--- src/rtl/bpsk_rx_frame_ctrl_pkg.sv ---
// Shared constants and state encoding for the BPSK rx frame sequencer and rx datapath.
package bpsk_rx_frame_ctrl_pkg;

   localparam int unsigned CordicLat    = 16;
   localparam int unsigned RxLat        = CordicLat + 1;
   localparam logic [15:0] SyncWordDflt = 16'hD391;

   typedef enum logic [1:0] {
      StIdle,
      StHunt,
      StPayload,
      StDone
   } rx_state_e;

endpackage

--- src/rtl/bpsk_rx_frame_ctrl_delay.sv ---
// Fixed-depth delay line with a synchronous flush that clears every stage.
module bpsk_rx_frame_ctrl_delay #(
   parameter int unsigned WIDTH = 1,
   parameter int unsigned DEPTH = 17
) (
   input  logic             clk,
   input  logic             rst,
   input  logic             flush,
   input  logic [WIDTH-1:0] din,
   output logic [WIDTH-1:0] dout
);

   logic [WIDTH-1:0] pipe_q [DEPTH];

   always_ff @(posedge clk or posedge rst) begin
      if (rst) begin
         for (int i = 0; i < DEPTH; i++) pipe_q[i] <= '0;
      end else if (flush) begin
         for (int i = 0; i < DEPTH; i++) pipe_q[i] <= '0;
      end else begin
         pipe_q[0] <= din;
         for (int i = 1; i < DEPTH; i++) pipe_q[i] <= pipe_q[i-1];
      end
   end

   assign dout = pipe_q[DEPTH-1];

endmodule

--- src/rtl/bpsk_rx_frame_ctrl.sv ---
// BPSK rx sequencer: symbol timing, NCO step hold, sync hunt (either polarity), payload framing.
module bpsk_rx_frame_ctrl
   import bpsk_rx_frame_ctrl_pkg::*;
#(
   parameter int unsigned       SPS_W     = 16,
   parameter int unsigned       SYNC_W    = 16,
   parameter logic [SYNC_W-1:0] SYNC_WORD = SYNC_W'(SyncWordDflt),
   parameter int unsigned       LAT       = RxLat,
   parameter int unsigned       LEN_W     = 8
) (
   input  logic             clk,
   input  logic             rst,
   input  logic             en,
   input  logic [SPS_W-1:0] sps,
   input  logic [31:0]      phase_step_cfg,
   input  logic [LEN_W-1:0] payload_len,
   input  logic             bit_in,
   output logic [31:0]      phase_step,
   output logic             symbol_tick,
   output logic [7:0]       byte_out,
   output logic             byte_valid,
   output logic             frame_done,
   output logic             locked,
   output logic             inverted
);

   localparam int unsigned SyncCntW = $clog2(SYNC_W + 1);

   rx_state_e             state_q, state_d;
   logic [SPS_W-1:0]      sym_cnt_q, sym_cnt_d;
   logic [SPS_W-1:0]      sps_lat_q, sps_lat_d;
   logic [31:0]           phase_q, phase_d;
   logic [SYNC_W-2:0]     sync_sr_q, sync_sr_d;
   logic [SyncCntW-1:0]   sync_cnt_q, sync_cnt_d;
   logic [LEN_W-1:0]      len_q, len_d;
   logic [LEN_W-1:0]      byte_cnt_q, byte_cnt_d;
   logic [2:0]            bit_cnt_q, bit_cnt_d;
   logic [6:0]            byte_sr_q, byte_sr_d;
   logic [7:0]            byte_out_q, byte_out_d;
   logic                  byte_valid_q, byte_valid_d;
   logic                  frame_done_q, frame_done_d;
   logic                  inverted_q, inverted_d;

   logic [SPS_W-1:0]      sps_eff;
   logic [SYNC_W-1:0]     sync_shift;
   logic [SyncCntW-1:0]   sync_cnt_inc;
   logic [7:0]            byte_shift;
   logic                  strobe;

   assign sps_eff      = (sps < SPS_W'(2)) ? SPS_W'(2) : sps;
   assign symbol_tick  = (state_q != StIdle) && (sym_cnt_q == sps_lat_q - SPS_W'(1));
   // Registers hold only the older bits; the newest bit is appended combinationally.
   assign sync_shift   = {sync_sr_q, bit_in};
   assign byte_shift   = {byte_sr_q, bit_in ^ inverted_q};
   assign sync_cnt_inc = (sync_cnt_q == SyncCntW'(SYNC_W)) ? sync_cnt_q
                                                            : sync_cnt_q + SyncCntW'(1);

   bpsk_rx_frame_ctrl_delay #(
      .WIDTH (1),
      .DEPTH (LAT)
   ) u_strobe_dly (
      .clk   (clk),
      .rst   (rst),
      .flush (~en),
      .din   (symbol_tick),
      .dout  (strobe)
   );

   always_comb begin
      state_d      = state_q;
      sym_cnt_d    = sym_cnt_q + SPS_W'(1);
      sps_lat_d    = sps_lat_q;
      phase_d      = phase_q;
      sync_sr_d    = sync_sr_q;
      sync_cnt_d   = sync_cnt_q;
      len_d        = len_q;
      byte_cnt_d   = byte_cnt_q;
      bit_cnt_d    = bit_cnt_q;
      byte_sr_d    = byte_sr_q;
      byte_out_d   = byte_out_q;
      byte_valid_d = 1'b0;
      frame_done_d = 1'b0;
      inverted_d   = inverted_q;

      // New sps only applies from a wrap so the current symbol keeps its length.
      if (state_q == StIdle || symbol_tick) begin
         sym_cnt_d = '0;
         sps_lat_d = sps_eff;
      end

      unique case (state_q)
         StIdle: begin
            if (en) begin
               state_d = StHunt;
               phase_d = phase_step_cfg;
            end
         end
         StHunt: begin
            if (strobe) begin
               sync_sr_d  = sync_shift[SYNC_W-2:0];
               sync_cnt_d = sync_cnt_inc;
               if (sync_cnt_inc == SyncCntW'(SYNC_W) &&
                   (sync_shift == SYNC_WORD || sync_shift == ~SYNC_WORD)) begin
                  inverted_d = (sync_shift != SYNC_WORD);
                  len_d      = payload_len;
                  byte_cnt_d = '0;
                  bit_cnt_d  = '0;
                  state_d    = (payload_len == '0) ? StDone : StPayload;
               end
            end
         end
         StPayload: begin
            if (strobe) begin
               byte_sr_d = byte_shift[6:0];
               bit_cnt_d = bit_cnt_q + 3'd1;
               if (bit_cnt_q == 3'd7) begin
                  byte_out_d   = byte_shift;
                  byte_valid_d = 1'b1;
                  byte_cnt_d   = byte_cnt_q + LEN_W'(1);
                  if (byte_cnt_q + LEN_W'(1) == len_q) state_d = StDone;
               end
            end
         end
         StDone: begin
            frame_done_d = 1'b1;
            inverted_d   = 1'b0;
            sync_sr_d    = '0;
            sync_cnt_d   = '0;
            state_d      = StHunt;
         end
         default: state_d = StIdle;
      endcase

      // Disable overrides everything, including a strobe landing in the same cycle.
      if (!en) begin
         state_d      = StIdle;
         sym_cnt_d    = '0;
         sync_sr_d    = '0;
         sync_cnt_d   = '0;
         byte_cnt_d   = '0;
         bit_cnt_d    = '0;
         byte_sr_d    = '0;
         byte_out_d   = byte_out_q;
         byte_valid_d = 1'b0;
         frame_done_d = 1'b0;
         inverted_d   = 1'b0;
      end
   end

   always_ff @(posedge clk or posedge rst) begin
      if (rst) begin
         state_q      <= StIdle;
         sym_cnt_q    <= '0;
         sps_lat_q    <= SPS_W'(2);
         phase_q      <= '0;
         sync_sr_q    <= '0;
         sync_cnt_q   <= '0;
         len_q        <= '0;
         byte_cnt_q   <= '0;
         bit_cnt_q    <= '0;
         byte_sr_q    <= '0;
         byte_out_q   <= '0;
         byte_valid_q <= 1'b0;
         frame_done_q <= 1'b0;
         inverted_q   <= 1'b0;
      end else begin
         state_q      <= state_d;
         sym_cnt_q    <= sym_cnt_d;
         sps_lat_q    <= sps_lat_d;
         phase_q      <= phase_d;
         sync_sr_q    <= sync_sr_d;
         sync_cnt_q   <= sync_cnt_d;
         len_q        <= len_d;
         byte_cnt_q   <= byte_cnt_d;
         bit_cnt_q    <= bit_cnt_d;
         byte_sr_q    <= byte_sr_d;
         byte_out_q   <= byte_out_d;
         byte_valid_q <= byte_valid_d;
         frame_done_q <= frame_done_d;
         inverted_q   <= inverted_d;
      end
   end

   assign phase_step = phase_q;
   assign byte_out   = byte_out_q;
   assign byte_valid = byte_valid_q;
   assign frame_done = frame_done_q;
   assign locked     = (state_q == StPayload);
   assign inverted   = inverted_q;

endmodule
--- config.mk ---
export PLATFORM = sky130hd
export DESIGN_NAME = bpsk_rx_frame_ctrl
export DESIGN_NICKNAME = d
export VERILOG_FILES = /design/src/rtl/bpsk_rx_frame_ctrl_pkg.sv /design/src/rtl/bpsk_rx_frame_ctrl_delay.sv /design/src/rtl/bpsk_rx_frame_ctrl.sv
export SDC_FILE = /design/constraint.sdc
export NUM_CORES = 1
export LEC_CHECK = 0
export ABC_AREA = 1
export BUFFER_PORTS_ARGS = -buffer_cell sky130_fd_sc_hd__buf_2
export CORE_MARGIN = 4
export CORE_UTILIZATION = 45
export DETAILED_ROUTE_END_ITERATION = 10
export GPL_ROUTABILITY_DRIVEN = 0
export HOLD_SLACK_MARGIN = 0.05
export PLACE_DENSITY_LB_ADDON = 0.12
export SLEW_MARGIN = 20
export SYNTH_ARGS = -nofsm -noshare
export SYNTH_HDL_FRONTEND = slang
export SYNTH_HIERARCHICAL = 1
export SYNTH_SLANG_ARGS = --single-unit
--- constraint.sdc ---
create_clock -name clk -period 6.4 [get_ports clk]
set_input_delay 0.64 -clock clk [delete_from_list [all_inputs] [get_ports clk]]
set_output_delay 0.64 -clock clk [all_outputs]
set_load 0.005 [all_outputs]
# Yosys cells after proc, flatten, opt, wreduce, memory -nomap -nowiden
# Index checks and enable logic that the tools add are counted.
dict set report classes {
  addsub 5
  bitwise 1
  n_mux 43
  eq_ne 20
  n_lt_le_gt_ge 1
  n_reduce_logical 17
}
# operator count
set op_table {}
lappend op_table {{two-way mux 16 bit} 3}
lappend op_table {{two-way mux 8 bit} 5}
lappend op_table {{two-way mux 15 bit} 2}
lappend op_table {{case mux 15 bit (2 select lines)} 1}
lappend op_table {{two-way mux 7 bit} 3}
lappend op_table {{two-way mux 17 bit} 1}
lappend op_table {{adder 16 x 1 -> 16 bit, second input constant} 1}
lappend op_table {{equality test 16 x 14 -> 1 bit, second input constant} 1}
lappend op_table {{equality test 16 bit} 1}
lappend op_table {{equality test 16 bit, second input constant} 1}
lappend op_table {{< comparator 16 x 2 -> 1 bit, second input constant} 1}
lappend op_table {{inequality test 16 bit, second input constant} 1}
lappend op_table {{case mux 8 bit (2 select lines)} 1}
lappend op_table {{subtractor 16 x 1 -> 16 bit, second input constant} 1}
lappend op_table {{two-way mux 5 bit} 3}
lappend op_table {{two-way mux 2 bit} 6}
lappend op_table {{two-way mux 3 bit} 4}
lappend op_table {{inequality test 3 x 2 -> 1 bit, second input constant} 4}
lappend op_table {{equality test 5 bit, second input constant} 2}
lappend op_table {{two-way mux 1 bit} 10}
lappend op_table {{case mux 5 bit (2 select lines)} 1}
lappend op_table {{AND reduction 5 bit} 2}
lappend op_table {{adder 8 x 1 -> 8 bit, second input constant} 1}
lappend op_table {{equality test 8 bit} 1}
lappend op_table {{other kinds (21)} 30}
dict set report word_totals {
  regBits 140
  in_bits 60
  out_inout_bits 45
}

# Depth between registers and ports, before layout
# Gate-level depths: netlist of the first run.
dict set report depth {
  depth_word 8
  ltp_mapped 16
  ltp_nobuf 15
}

# Modules after synthesis
# Netlist of the first run, hierarchy kept.
# mod instances area_per_inst_um2 cells_each seq_area_each_um2
set by_module_without_submodules {}
lappend by_module_without_submodules {bpsk_rx_frame_ctrl 1 6344.8 708 3079.2}
lappend by_module_without_submodules {bpsk_rx_frame_ctrl_delay 1 583.1 54 425.4}

# Worst setup path after synthesis of the first run
# OpenSTA, ideal clock, no wires.
dict set report synth_path {
  kind {reg-to-output}
  start {register sps_lat_q[1]}
  end {output port symbol_tick}
  arrival_time_ns 1.870
  setup_slack_ns 3.890
  path_stages_with_launch 10
  cell_sequence {dfstp_2 inv_1 ha_1 xnor2_1 xor2_1 nand4_1 nor2_4 nand2_8 buf_6 nor2_1}
}
dict set report synth_via {
  elab_chain_len 3
}
# item line
set synth_rtl {}
lappend synth_rtl {{start, declared} bpsk_rx_frame_ctrl.sv:31} ;# logic [SPS_W-1:0] sps_lat_q, sps_lat_d;
lappend synth_rtl {{start signal, assigned} bpsk_rx_frame_ctrl.sv:169} ;# sps_lat_q <= sps_lat_d;
lappend synth_rtl {{subtractor 16 x 1 -> 16 bit} bpsk_rx_frame_ctrl.sv:51} ;# assign symbol_tick = (state_q != StIdle) && (sym_cnt_q == sps_lat_q - SPS_W'(1));
lappend synth_rtl {{equality test 16 bit} bpsk_rx_frame_ctrl.sv:51}
lappend synth_rtl {{logical AND 1 bit} bpsk_rx_frame_ctrl.sv:51}
lappend synth_rtl {{end, declared} bpsk_rx_frame_ctrl.sv:19} ;# output logic symbol_tick,
# Every way passes these cells.

# Worst setup path after layout of the first run
# Same ends and word-level chain as after synthesis.

==> results of run 1 <==
[worst max path at each step]
stage / start / end / cells past startpoint
final: sps_lat_q[1]$_DFFE_PP1P_ / symbol_tick / 9
after global routing: sps_lat_q[1]$_DFFE_PP1P_ / symbol_tick / 9
after CTS: sps_lat_q[1]$_DFFE_PP1P_ / symbol_tick / 9
after detailed placement: sps_lat_q[1]$_DFFE_PP1P_ / symbol_tick / 9
after global placement: sps_lat_q[1]$_DFFE_PP1P_ / symbol_tick / 9
after floorplan: rst / bit_cnt_q[0]$_DFFE_PP0P_ / 1
[power by group through the flow]
stage / clock (mW) / combinational [mW] / sequential [mW]
2_1_floorplan: 0 / 0.652 / 1.19
3_3_place_gp: 0 / 0.877 / 1.21
3_5_place_dp: 0 / 0.887 / 1.22
4_1_cts: 1.10 / 0.892 / 1.20
5_1_grt: 1.13 / 0.996 / 1.22
6_report: 1.07 / 0.881 / 1.20
[cells by family (layout without fill, tap and decap cells)]
logic type	Yosys count	in the layout	share of synthesized area
multiplexers	32	32	0.05201
buffers and inverters	116	237	0.07170
AND/OR/NAND/NOR	367	367	0.2530
adder cells (fa/ha/maj)	11	11	0.01987
XOR/XNOR	38	38	0.05003
AO/OA/AOI/OAI	58	58	0.04750
flip-flops	140	140	0.5059
[sequential cells by signal, summed over array words and instances, names as in the netlist]
name / count
state_q: 2
byte_cnt_q: 8
len_q: 8
sym_cnt_q: 16
frame_done: 1
sps_lat_q: 16
u_strobe_dly/pipe_q: 16
bit_cnt_q: 3
sync_sr_q: 15
sync_cnt_q: 5
phase_step: 32
byte_sr_q: 7
inverted: 1
byte_valid: 1
byte_out: 8
u_strobe_dly/dout: 1
[layout by cell type (no fill, tap or decap), types with 11 or more instances in the layout]
master / netlist / layout
nand2_2: 14 / 14
nand4_1: 13 / 13
nand2_1: 166 / 166
xnor2_1: 14 / 14
buf_2: 2 / 104
mux2_2: 32 / 32
o22ai_1: 25 / 25
clkbuf_16: 0 / 17
o21ai_0: 19 / 19
xor2_1: 23 / 23
nor2_4: 15 / 15
nor2_1: 68 / 68
nand3_1: 59 / 59
inv_1: 94 / 93
dfrtp_1: 139 / 139
ha_1: 11 / 11
a21oi_1: 11 / 11
[routing by layer]
metal  track usage  vias to the layer above  share of wire
li1              -                     2668              -
met1        0.2242                     2503           0.46
met2        0.2725                       86           0.47
met3       0.04542                       18          0.044
met4       0.06768                        0          0.017
met5             0                        -              0
[stage by stage]
stage,hold WS [ns],instance area [um2],power (mW)
2_1_floorplan,0.4340,6928,1.846
3_3_place_gp,0.4358,7584,2.087
3_5_place_dp,0.4447,7584,2.103
4_1_cts,0.3182,8223,3.190
5_1_grt,0.3558,8223,3.350
6_report,0.3008,8223,3.152
[critical path: cells and delay by family (launching register included)]
kind	cells	cell delay [ns]
flip-flops	1	0.54
AND/OR/NAND/NOR	4	0.65
adder cells (fa/ha/maj)	1	0.27
XOR/XNOR	2	0.41
buffers and inverters	2	0.19
[layout make-up]
class | instances | area (um2)
inverter | 99 | 374.1
tap | 188 | 235.2
fill | 1364 | 6923
clock inverter | 10 | 188.9
timing repair buffer | 107 | 543.0
multi-input combinational | 506 | 2927
sequential | 140 | 3505
clock buffer | 21 | 450.4
==> impl_results.md, run 1 <==
- Fmax: 0.3203 GHz
- Pleak: slightly below 4 nW
- Seq/Total Area, Yosys: 0.5059
- Syn nets: between 800 and 900
- Final setup fails: 0
- Worst r2r src: sps_lat_q[1]$_DFFE_PP1P_
- Core area: 15150 um2
- HP Class: in -> async
- Status: completed
- Remaining global-route overflow: 0
- Synth Area per Inst: between 9 and 10 um2
- CTS Root Cell: clkbuf_16
- Rows: 45
- Pin count of the biggest net entering global routing: 77
- Int Pwr: 2.142 mW
- Number of library cell types mapped by synthesis: 37
- Worst r2r dst: sym_cnt_q[3]$_DFF_PP0_
- Routed vias/inst: ~4.9
- Post-place setup slack: between 3 and 4 ns
- DR iter-0 viols: 261
- Clock Tree Buf Depth: 2
- Least-Margin Pin Slew: just over 1 ns
- Antenna diode count: 0
- Height of the die: 132.1 um
- Worst setup EP type: output port
- Worst Path Max Fanout: 19
- Asr flop ratio synth: 1.000
- #FFs+latches synth: 140
- # IOs: approximately 110
- Worst setup margin: ~3.3 ns
- Post-Route Utilization: 0.5429
- Max Slew Vio Count: 0
- Antenna-violating nets left: 0
- Fin. Hold Viols: 0
- DR WL/cell: around 13 um
- Critical path cell sequence: inv_1 > ha_1 > xnor2_1 > xor2_1 > nand4_1 > nor2_4 > nand2_8 > nor2_1 > buf_2
- Worst slew margin: 0.3259
- DR DRC count: 0
- Worst Path Required: ~5.8 ns
- Clock power frac: 0.340
- CTS sink cnt: 140
- Max-cap violation count: 0
- Count leader, synth: nand2_1
- Register clock-pin slew on the reported worst setup and hold paths: 0.06 ns
- Top-area cell type share of the netlist area: 0.5021
- Period utilisation layout: 0.4878
- RSZ-0062 raised after global routing: false
- Top post-synthesis cells by count: nand2_1 (166), dfrtp_1 (139), inv_1 (94)
- DR vias: 5275
- Worst-Skew Late Latency: approximately 0.41 ns
- R2r setup slk: 4.08 ns
- Die Area: roughly 17000 um2
- Vias in the first global route: around 5.3k
- CTS resizes: 0
- CP max-delay cell: dfstp_2
- Total Routing Usage GR: 0.1712
- DIE WIDTH: 132.1 um
- Dominant synthesized flop cell: dfrtp_1
- Setup CP Type: reg -> out
- Area leader, netlist: dfrtp_1
- Clock buffer count from CTS: 17
- Number of synthesized flops with an enable pin: 0
- Combinational Power Share: 0.280
- Final min period: around 3.1 ns
- PortBufs: 104
- Synth Cell Area: 6928 um2
- Detailed Routing Iterations Pass 1: 5
- Post-Layout Cell Count: 1071
- Clock Skew: approximately 0.0076 ns
- Drt total wl: 14300 um
- CTS tree: done
- CTS H-tree depth: 4
- Synth Instances: between 700 and 800
- Power density over the cells: between 300 and 400 nW/um2
- Synth area leaders: dfrtp_1 (50%), nand2_1 (9.0%), mux2_2 (5.2%), inv_1 (5.1%), nand3_1 (4.3%)
- Layout cell share with drive strength beyond 1: 0.2424
- First-pass GRT wire length: roughly 25000 um
- Arrival @ worst endpoint: 2.48 ns
- Antenna violations before repair: 0
- Sw frac: 0.3205
- Sequential power share: 0.381
- Synthesis warning total: 6
- Cells after DPL: about 1.0k
- Psw: a little over 1 mW
- Maximum resistive drop on vdd: 0.0002296 V
- Post-CTS Setup Bufs: 0
- Crit start category: flop
- Setup TNS: 0 ns
- Starting Density: 0.4574
- Worst path max stage delay: between 0.5 and 0.6 ns
- Detailed Place HPWL: 10470 um
- Hold buffer count at CTS: 0
- Reg2Reg Depth: 9
- Nets: between 900 and 1k
- Area grow syn2layout: 18.69%
Note: power is estimated with default switching activity, not from simulation.
==> run 2, diff against run 1 <==
Clock period 6.4 ns to 2.6 ns, I/O delays scaled along.
==> impl_results.md, run 2 (synthesized netlist as in run 1, its figures left out) <==
- Status: completed
- Maximum resistive drop on vdd: around 0.00056 V
- Layout cell share with drive strength beyond 1: 0.2542
- Design Power: between 7 and 8 mW
- Worst slew margin: 0.5727
- DR WL/cell: around 14 um
- Least-Margin Pin Slew: 0.6402 ns
- Remaining global-route overflow: 0
- Final setup fails: 0
- Starting Density: 0.4574
- Vias in the first global route: 5313
- Pleak: between 4 and 5 nW
- Drt total wl: ~15000 um
- DIE WIDTH: between 100 and 150 um
- Power density over the cells: a little over 900 nW/um2
- Pin count of the biggest net entering global routing: 80
- Clock Skew: 0.008231 ns
- DR vias: ~5.3k
- Worst setup margin: between 0.1 and 0.15 ns
- Fin. Hold Viols: 0
- Commonest non-fill, non-tap cell in the layout: nand2_1
- Cells after DPL: around 1.0k
- DR iter-0 viols: between 300 and 400
- Worst-Skew Late Latency: between 0.4 and 0.5 ns
- Nets: approximately 960
- Antenna violations before repair: 0
- Post-place setup slack: 0.3061 ns
- Hold_ws: 0.07117 ns
- Post-Layout Cell Count: approximately 1.1k
- Most frequent cells in the layout: nand2_1 (166), dfrtp_1 (136), buf_2 (104)
- # IOs: 105
- Worst Path Max Fanout: 5
- Detailed Place HPWL: around 11000 um
- CP max-delay cell: dfstp_2
- Fmax: a little over 0.4 GHz
- Setup CP Type: reg -> out
- Max FFs per register: 32
- CTS tree: done
- Height of the die: 132.1 um
- Die Area: ~17000 um2
- Rows: between 40 and 50
- Arrival @ worst endpoint: between 2 and 2.5 ns
- CTS Root Cell: clkbuf_16
- Worst Path Required: about 2.3 ns
- Worst setup EP type: output port
- CTS sink cnt: 140
- Register clock-pin slew on the reported worst setup and hold paths: 0.06 ns
- HP Class: in -> reg
- Detailed Routing Iterations Pass 1: 4
- First-pass GRT wire length: 25600 um
- Area grow syn2layout: 21.06%
- Routed vias/inst: between 4 and 5
- Total Routing Usage GR: 0.1796
- Final min period: between 2 and 2.5 ns
- Max Slew Vio Count: 0
- Max-cap violation count: 0
- CTS H-tree depth: 4
- Crit-path most repeated cell: nor2_4
- Clock Tree Buf Depth: 2
- PortBufs: about 100
- Crit start category: flop
- Core area: about 15000 um2
- Period utilisation layout: 0.9505
- Worst path max stage delay: 0.55 ns
- Clock buffer count from CTS: 17
- Antenna-violating nets left: 0
- Antenna diode count: 0
- Critical path cell sequence: inv_1 > ha_4 > xnor2_2 > xor2_1 > nand4_1 > nor2_4 > nand2_8 > nor2_4 > buf_2
- DR DRC count: 0
[run 2: stage by stage]
| step | area (um2) | util | TNS, ns |
|---|---|---|---|
| floorplan | 6932 | - | 0 |
| global placement | 7635 | 0.5041 | 0 |
| detailed placement | 7635 | 0.5041 | 0 |
| CTS | 8351 | 0.5513 | 0 |
| global route | 8387 | 0.5537 | -0.009811 |
| finish | 8387 | 0.5537 | 0 |
[run 2: area by class of cell]
class | count | area, um2
well taps | 188 | 235.2
inverters | 99 | 375.4
clock buffers | 21 | 470.5
clock inverters | 11 | 117.6
fillers | 1382 | 6759
flip-flops and latches | 140 | 3508
multi-input cells | 506 | 2969
repair buffers | 124 | 710.7
[run 2: worst paths after layout]
path,start,endpoint,slack [ns],depth (start not counted)
max in group asynchronous,rst,sps_lat_q[4]$_DFFE_PP0P_,1.58,4
min in group asynchronous,rst,u_strobe_dly/pipe_q[11]$_DFF_PP0_,0.52,3
hold / removal,sps[7],sps_lat_q[7]$_DFFE_PP0P_,0.07,3
setup / recovery,sps_lat_q[1]$_DFFE_PP1P_,symbol_tick,0.13,9
hold reg to reg,u_strobe_dly/pipe_q[8]$_DFF_PP0_,u_strobe_dly/pipe_q[7]$_DFF_PP0_,0.46,2
setup reg to reg,sps_lat_q[1]$_DFFE_PP1P_,sym_cnt_q[3]$_DFF_PP0_,0.27,10
[run 2: timing repair]
item | CTS | global route
pin swaps | 3 | 3
buffers inserted | 1 | 0
hold buffers | 10 | 1
endpoints found under the setup margin | 1 | 1
gates resized for setup | 4 | 7
gates cloned | 0 | 0
endpoints found under the hold margin | 104 | 1
[run 2: per-layer routing]
layer	vias to the layer above	track usage	share of wire
met1	2490	0.2369	0.47
met5	-	0	0
li1	2695	-	-
met4	0	0.06243	0.013
met3	18	0.05420	0.043
met2	103	0.2828	0.48
[run 2: power breakdown]
| part | internal, mW | switching, mW | total (mW) |
|---|---|---|---|
| combinational | 1.03 | 1.27 | 2.30 |
| sequential | 2.60 | 0.381 | 2.98 |
| clock | 1.48 | 0.914 | 2.40 |
[run 2: critical path, delay by kind of cell (launching register included)]
family | cells | cell delay, ns
flops | 1 | 0.55
simple gates | 4 | 0.51
xor+xnor | 2 | 0.32
buf+inv | 2 | 0.21
fa+ha+maj | 1 | 0.20
